===== src/rtl/rv32i_fetch_pkg.sv =====
// Shared types and constants for the RV32I prefetching fetch stage.
package rv32i_fetch_pkg;
    localparam logic [31:0] NOOP_INSTRUCTION = 32'h0000_0013;
    localparam logic [31:0] DEFAULT_RESET_PC = 32'h0000_0000;

    typedef struct packed {
        logic [31:0] pc;
        logic [31:0] instr;
    } fetch_entry_t;
endpackage


===== src/rtl/rv32i_fetch_fifo.sv =====
// Show-ahead FIFO of {pc, instr} pairs; flush beats push and pop.
module rv32i_fetch_fifo
    import rv32i_fetch_pkg::*;
#(
    parameter int DEPTH = 4
) (
    input  logic                     clk,
    input  logic                     rst,
    input  logic                     push,
    input  logic                     pop,
    input  logic                     flush,
    input  fetch_entry_t             din,
    output fetch_entry_t             head,
    output logic                     empty,
    output logic                     full,
    output logic [$clog2(DEPTH):0]   count
);
    localparam int AW = $clog2(DEPTH);

    fetch_entry_t   mem [DEPTH];
    logic [AW:0]    rd_ptr;
    logic [AW:0]    wr_ptr;
    logic           do_push;
    logic           do_pop;

    assign count   = wr_ptr - rd_ptr;
    assign empty   = (count == '0);
    assign full    = (count == (AW+1)'(DEPTH));
    assign do_pop  = pop && !empty;
    assign do_push = push && (!full || do_pop);
    assign head    = mem[rd_ptr[AW-1:0]];

    always_ff @(posedge clk) begin
        if (rst || flush) begin
            rd_ptr <= '0;
            wr_ptr <= '0;
        end else begin
            if (do_push) wr_ptr <= wr_ptr + (AW+1)'(1);
            if (do_pop)  rd_ptr <= rd_ptr + (AW+1)'(1);
        end
    end

    always_ff @(posedge clk) begin
        if (do_push && !flush && !rst) mem[wr_ptr[AW-1:0]] <= din;
    end
endmodule


===== src/rtl/rv32i_prefetch_fetch_unit.sv =====
// RV32I fetch stage: valid/ready request port, in-order responses, prefetch
// queue towards decode, redirect flush with squashing of stale responses.
module rv32i_prefetch_fetch_unit
    import rv32i_fetch_pkg::*;
#(
    parameter logic [31:0] RESET_PC        = DEFAULT_RESET_PC,
    parameter int          FIFO_DEPTH      = 4,
    parameter int          MAX_OUTSTANDING = 2
) (
    input  logic                                   i_clk,
    input  logic                                   i_rst,
    input  logic                                   i_branch_miss,
    input  logic [31:0]                            i_branch_pc,
    output logic                                   o_mem_req_valid,
    input  logic                                   i_mem_req_ready,
    output logic [31:0]                            o_mem_req_addr,
    input  logic                                   i_mem_rsp_valid,
    input  logic [31:0]                            i_mem_rsp_data,
    output logic                                   o_instr_valid,
    input  logic                                   i_decode_ready,
    output logic [31:0]                            o_instr,
    output logic [31:0]                            o_instr_pc,
    output logic [$clog2(MAX_OUTSTANDING+1)-1:0]   o_outstanding
);
    localparam int OW = $clog2(MAX_OUTSTANDING+1);
    localparam int CW = $clog2(FIFO_DEPTH)+1;

    logic [31:0]    fetch_pc;
    logic [31:0]    rsp_pc;
    logic [OW-1:0]  outstanding;
    logic [OW-1:0]  drop_cnt;
    logic           fifo_empty;
    logic           fifo_full;
    logic [CW-1:0]  fifo_count;
    fetch_entry_t   head;
    logic           req_fire;
    logic           rsp_keep;
    logic           pop;
    logic [31:0]    reserved;

    // Queue slots already promised to live in-flight requests count as used.
    assign reserved = 32'(outstanding) - 32'(drop_cnt) + 32'(fifo_count);

    assign o_mem_req_valid = !i_rst && !i_branch_miss
                          && (32'(outstanding) < MAX_OUTSTANDING)
                          && (reserved < FIFO_DEPTH);
    assign o_mem_req_addr  = fetch_pc;
    assign req_fire        = o_mem_req_valid && i_mem_req_ready;
    assign rsp_keep        = i_mem_rsp_valid && (drop_cnt == '0) && !i_branch_miss;
    assign pop             = o_instr_valid && i_decode_ready && !i_branch_miss;

    assign o_instr_valid   = !fifo_empty;
    assign o_instr         = fifo_empty ? NOOP_INSTRUCTION : head.instr;
    assign o_instr_pc      = fifo_empty ? rsp_pc : head.pc;
    assign o_outstanding   = outstanding;

    rv32i_fetch_fifo #(.DEPTH(FIFO_DEPTH)) u_fifo (
        .clk   (i_clk),
        .rst   (i_rst),
        .push  (rsp_keep),
        .pop   (pop),
        .flush (i_branch_miss),
        .din   ('{pc: rsp_pc, instr: i_mem_rsp_data}),
        .head  (head),
        .empty (fifo_empty),
        .full  (fifo_full),
        .count (fifo_count)
    );

    always_ff @(posedge i_clk) begin
        if (i_rst) begin
            fetch_pc    <= RESET_PC;
            rsp_pc      <= RESET_PC;
            outstanding <= '0;
            drop_cnt    <= '0;
        end else begin
            outstanding <= outstanding + OW'(req_fire) - OW'(i_mem_rsp_valid);
            if (i_branch_miss) begin
                fetch_pc <= {i_branch_pc[31:2], 2'b00};
                rsp_pc   <= {i_branch_pc[31:2], 2'b00};
                // Every request still in flight after this cycle is stale.
                drop_cnt <= outstanding - OW'(i_mem_rsp_valid);
            end else begin
                if (req_fire) fetch_pc <= fetch_pc + 32'd4;
                if (i_mem_rsp_valid) begin
                    if (drop_cnt != '0) drop_cnt <= drop_cnt - OW'(1);
                    else                rsp_pc   <= rsp_pc + 32'd4;
                end
            end
        end
    end

    always_ff @(posedge i_clk) begin
        if (!i_rst) begin
            assert (drop_cnt <= outstanding);
            assert (!(rsp_keep && fifo_full && !pop));
        end
    end
endmodule

===== config.mk =====
export PLATFORM = sky130hd
export DESIGN_NAME = rv32i_prefetch_fetch_unit
export DESIGN_NICKNAME = d
export VERILOG_FILES = /design/src/rtl/rv32i_fetch_pkg.sv /design/src/rtl/rv32i_fetch_fifo.sv /design/src/rtl/rv32i_prefetch_fetch_unit.sv
export SDC_FILE = /design/constraint.sdc
export NUM_CORES = 1
export LEC_CHECK = 0
export CAP_MARGIN = 5
export CORE_MARGIN = 5
export CORE_UTILIZATION = 51
export DETAILED_ROUTE_END_ITERATION = 7
export MAX_ROUTING_LAYER = met4
export PLACE_DENSITY = 0.77
export SYNTH_ARGS = -nofsm -noshare
export SYNTH_HDL_FRONTEND = slang
export SYNTH_HIERARCHICAL = 1
export SYNTH_SLANG_ARGS = --single-unit

===== constraint.sdc =====
create_clock -name i_clk -period 6.8 [get_ports i_clk]
set_clock_uncertainty 0.15 [all_clocks]
set_input_delay 1.36 -clock i_clk [delete_from_list [all_inputs] [get_ports i_clk]]
set_output_delay 1.36 -clock i_clk [all_outputs]
set_load 0.005 [all_outputs]

==> summary.md <==
| Metric | Value |
|---|---|
| Routed WL | 30,900 um |
| Layout cells sized above 1 | 0.1567 |
| Height of the die | 176.7 um |
| Die area | 0.03122 mm2 |
| Drt wl/cell | 20.41 um |
| Minimum clock period | 5476 ps |
| Vias in the first global route | 8,834 |
| Via count | 8,812 |
| Reg2reg end | u_fifo/mem[1][58] |
| Hold Fails Final Rpt | 0 |
| Ports | 170 |
| Worst setup startpoint | u_fifo/wr_ptr[0] |
| Drt drc | 0 |
| Antenna violations before repair | 0 |
| Fin Setup TNS | 0 ps |
| Htree depth | 2 |
| Kind of critical path | reg2out |
| Seq pwr share | 0.511 |
| Detailed Place HPWL | 19,780 um |
| First-pass GRT wire length | 48,820 um |
| Core Rows | 61 |
| Worst-path clk slew | 60 ps |
| Vias per cell | 5.820 |
| Worst-margin pin slew | 1249 ps |
| Max incr delay on CP | 540 ps |
| Clk buf depth | 3 |
| Syn. warnings | 6 |
| Largest net degree at the start of global routing | 67 |
| Area growth syn-to-layout | 22.41% |
| ANT cells | 0 |
| GRT Residual Overflow | 0 |
| Max VDD drop | 155.4 uV |
| Crit path DAT | 3970 ps |
| Worst Path Required | 5290 ps |
| NetSw | 0.9641 mW |
| Max Cap Viol | 0 |
| Clock latency on the worst-skew pair | 500 ps |
| Clock root cell | clkbuf_16 |
| Cell internal pwr | 3.452 mW |
| Commonest non-fill, non-tap cells in the layout | edfxtp_1, clkdlybuf4s50_1, dfxtp_1, mux4_2, nand2_1 |
| Crit path capture type | output pin |
| Postcts setup bufs | 0 |
| # hold bufs at CTS | 0 |
| Port Buf Inserts | 165 |
| End of the critical path | o_mem_req_valid |
| Avg Cell Area, Syn | 15.11 um2 |
| Final core occ | 0.6278 |
| Iter 0 DRT Violations | 711 |
| Die X | 176.7 um |
| CTS tree | yes |
| Status | complete, no violations |
| Commonest non-fill, non-tap cell in the layout | edfxtp_1 |
| CP Max Fanout | 7 |
| Post-synth design cell area | 0.01417 mm2 |
| Logic pwr share | 0.073 |
| GPL Wtd Cong | 0.8455 |
| R2R Setup Slk | 2500 ps |
| Final worst path period share | 0.8053 |
| Final Instance Area | 0.01735 mm2 |
| Inst Count DP | 1,451 |
| Tot Pwr | 4.416 mW |
| Final setup viols | 0 |
| Placed inst area | 0.01624 mm2 |
| Post-CTS resize count | 0 |
| FMAX | 182.6 MHz |
| Total GRT Usage | 0.2026 |
| Layout Cells excl Fill | 1,514 |
| Initial core utilization | 0.5129 |
| Clock sink total | 328 |
| Layout fillers | 2,034 |
| P_leak | 5.600 nW |
| Core Box Area | 0.02763 mm2 |
| Sw Share | 0.2183 |
| CP max-delay cell | a211oi_1 |
| Final Max Slew Viols | 0 |
| Pwr dens | 254.6 mW/mm2 |
| Unrepaired setup endpoints after global routing | no |
| Startpoint types | flip-flop |
| Reg2reg start | u_fifo/wr_ptr[0] |
| DR pass1 iterations | 5 |
| Cells after Synth | 938 |
| Max_slew headroom | 0.1597 |
| Crit path cell chain | inv_1 -> ha_1 -> fa_1 -> xor3_2 -> inv_1 -> ha_1 -> and2_1 -> a211oi_1 -> nand2_1 -> nor3_1 -> clkdlybuf4s50_1 |
| Number of routed nets with antenna violations | 0 |
| CTS buffer count | 35 |
| Clock network power share | 0.416 |
| HP Class | reg2reg |
| R2R cell count | 12 |
| Number of nets in the layout | 1,198 |
==> registers in the layout, indices dropped and copies added, names as in the netlist, named ones only <==
register,cells
o_outstanding,2
rsp_pc,30
u_fifo/wr_ptr,3
drop_cnt,2
o_mem_req_addr,30
u_fifo/mem,256
u_fifo/rd_ptr,3
==> stage by stage <==
stage               hold slack, ps  worst slack [ps]
floorplan                    317.7             746.1
global placement             330.7              1889
detailed placement           348.2              1862
CTS                          356.7              1293
global route                 384.1             966.0
finish                       352.1              1324
==> worst min-delay path by stage <==
| stage | startpoint | endpoint | slack (ps) | cells past startpoint |
|---|---|---|---|---|
| after floorplan | u_fifo/wr_ptr[1] | u_fifo/wr_ptr[1] | 320 | 2 |
| after global placement | u_fifo/wr_ptr[0] | u_fifo/wr_ptr[0] | 330 | 2 |
| after detailed placement | u_fifo/wr_ptr[0] | u_fifo/wr_ptr[0] | 350 | 2 |
| after CTS | u_fifo/wr_ptr[0] | u_fifo/wr_ptr[0] | 360 | 2 |
| after global routing | u_fifo/wr_ptr[2] | u_fifo/wr_ptr[2] | 380 | 2 |
| final | u_fifo/wr_ptr[0] | u_fifo/wr_ptr[0] | 350 | 2 |
==> critical path, delay by kind of cell, from the launching register on <==
kind / cells / cell delay (ps)
AO/OA/AOI/OAI: 1 / 540
XOR/XNOR: 1 / 370
adder cells (fa/ha/maj): 3 / 950
buffers and inverters: 3 / 720
flip-flops: 1 / 370
AND/OR/NAND/NOR: 3 / 500
==> cell type report <==
class | count | area (um2) | area share
Inverter | 27 | 101.3 | 0.005842
Sequential cell | 328 | 9134 | 0.5265
Timing Repair Buffer | 178 | 1752 | 0.1010
Clock buffer | 45 | 924.6 | 0.05330
Multi-Input combinational cell | 540 | 4776 | 0.2753
Tap cell | 378 | 473.0 | 0.02726
Clock inverter | 18 | 186.4 | 0.01075
==> routing by layer <==
layer	up-vias	share of wire	wire length [um]	track usage
li1	4009	-	-	-
met1	4406	0.45	13830	0.2951
met2	358	0.47	14580	0.3099
met3	39	0.067	2062	0.03204
met4	0	0.014	435	0.03965
met5	-	0	0	-
==> power groups by stage <==
stage / clock (mW) / combinational [mW] / sequential [mW]
2_1_floorplan: 0 / 0.164 / 2.28
3_3_place_gp: 0 / 0.318 / 2.29
3_5_place_dp: 0 / 0.323 / 2.30
4_1_cts: 1.87 / 0.325 / 2.25
5_1_grt: 1.96 / 0.355 / 2.26
6_report: 1.84 / 0.323 / 2.25
(Power assumes the default switching activity.)
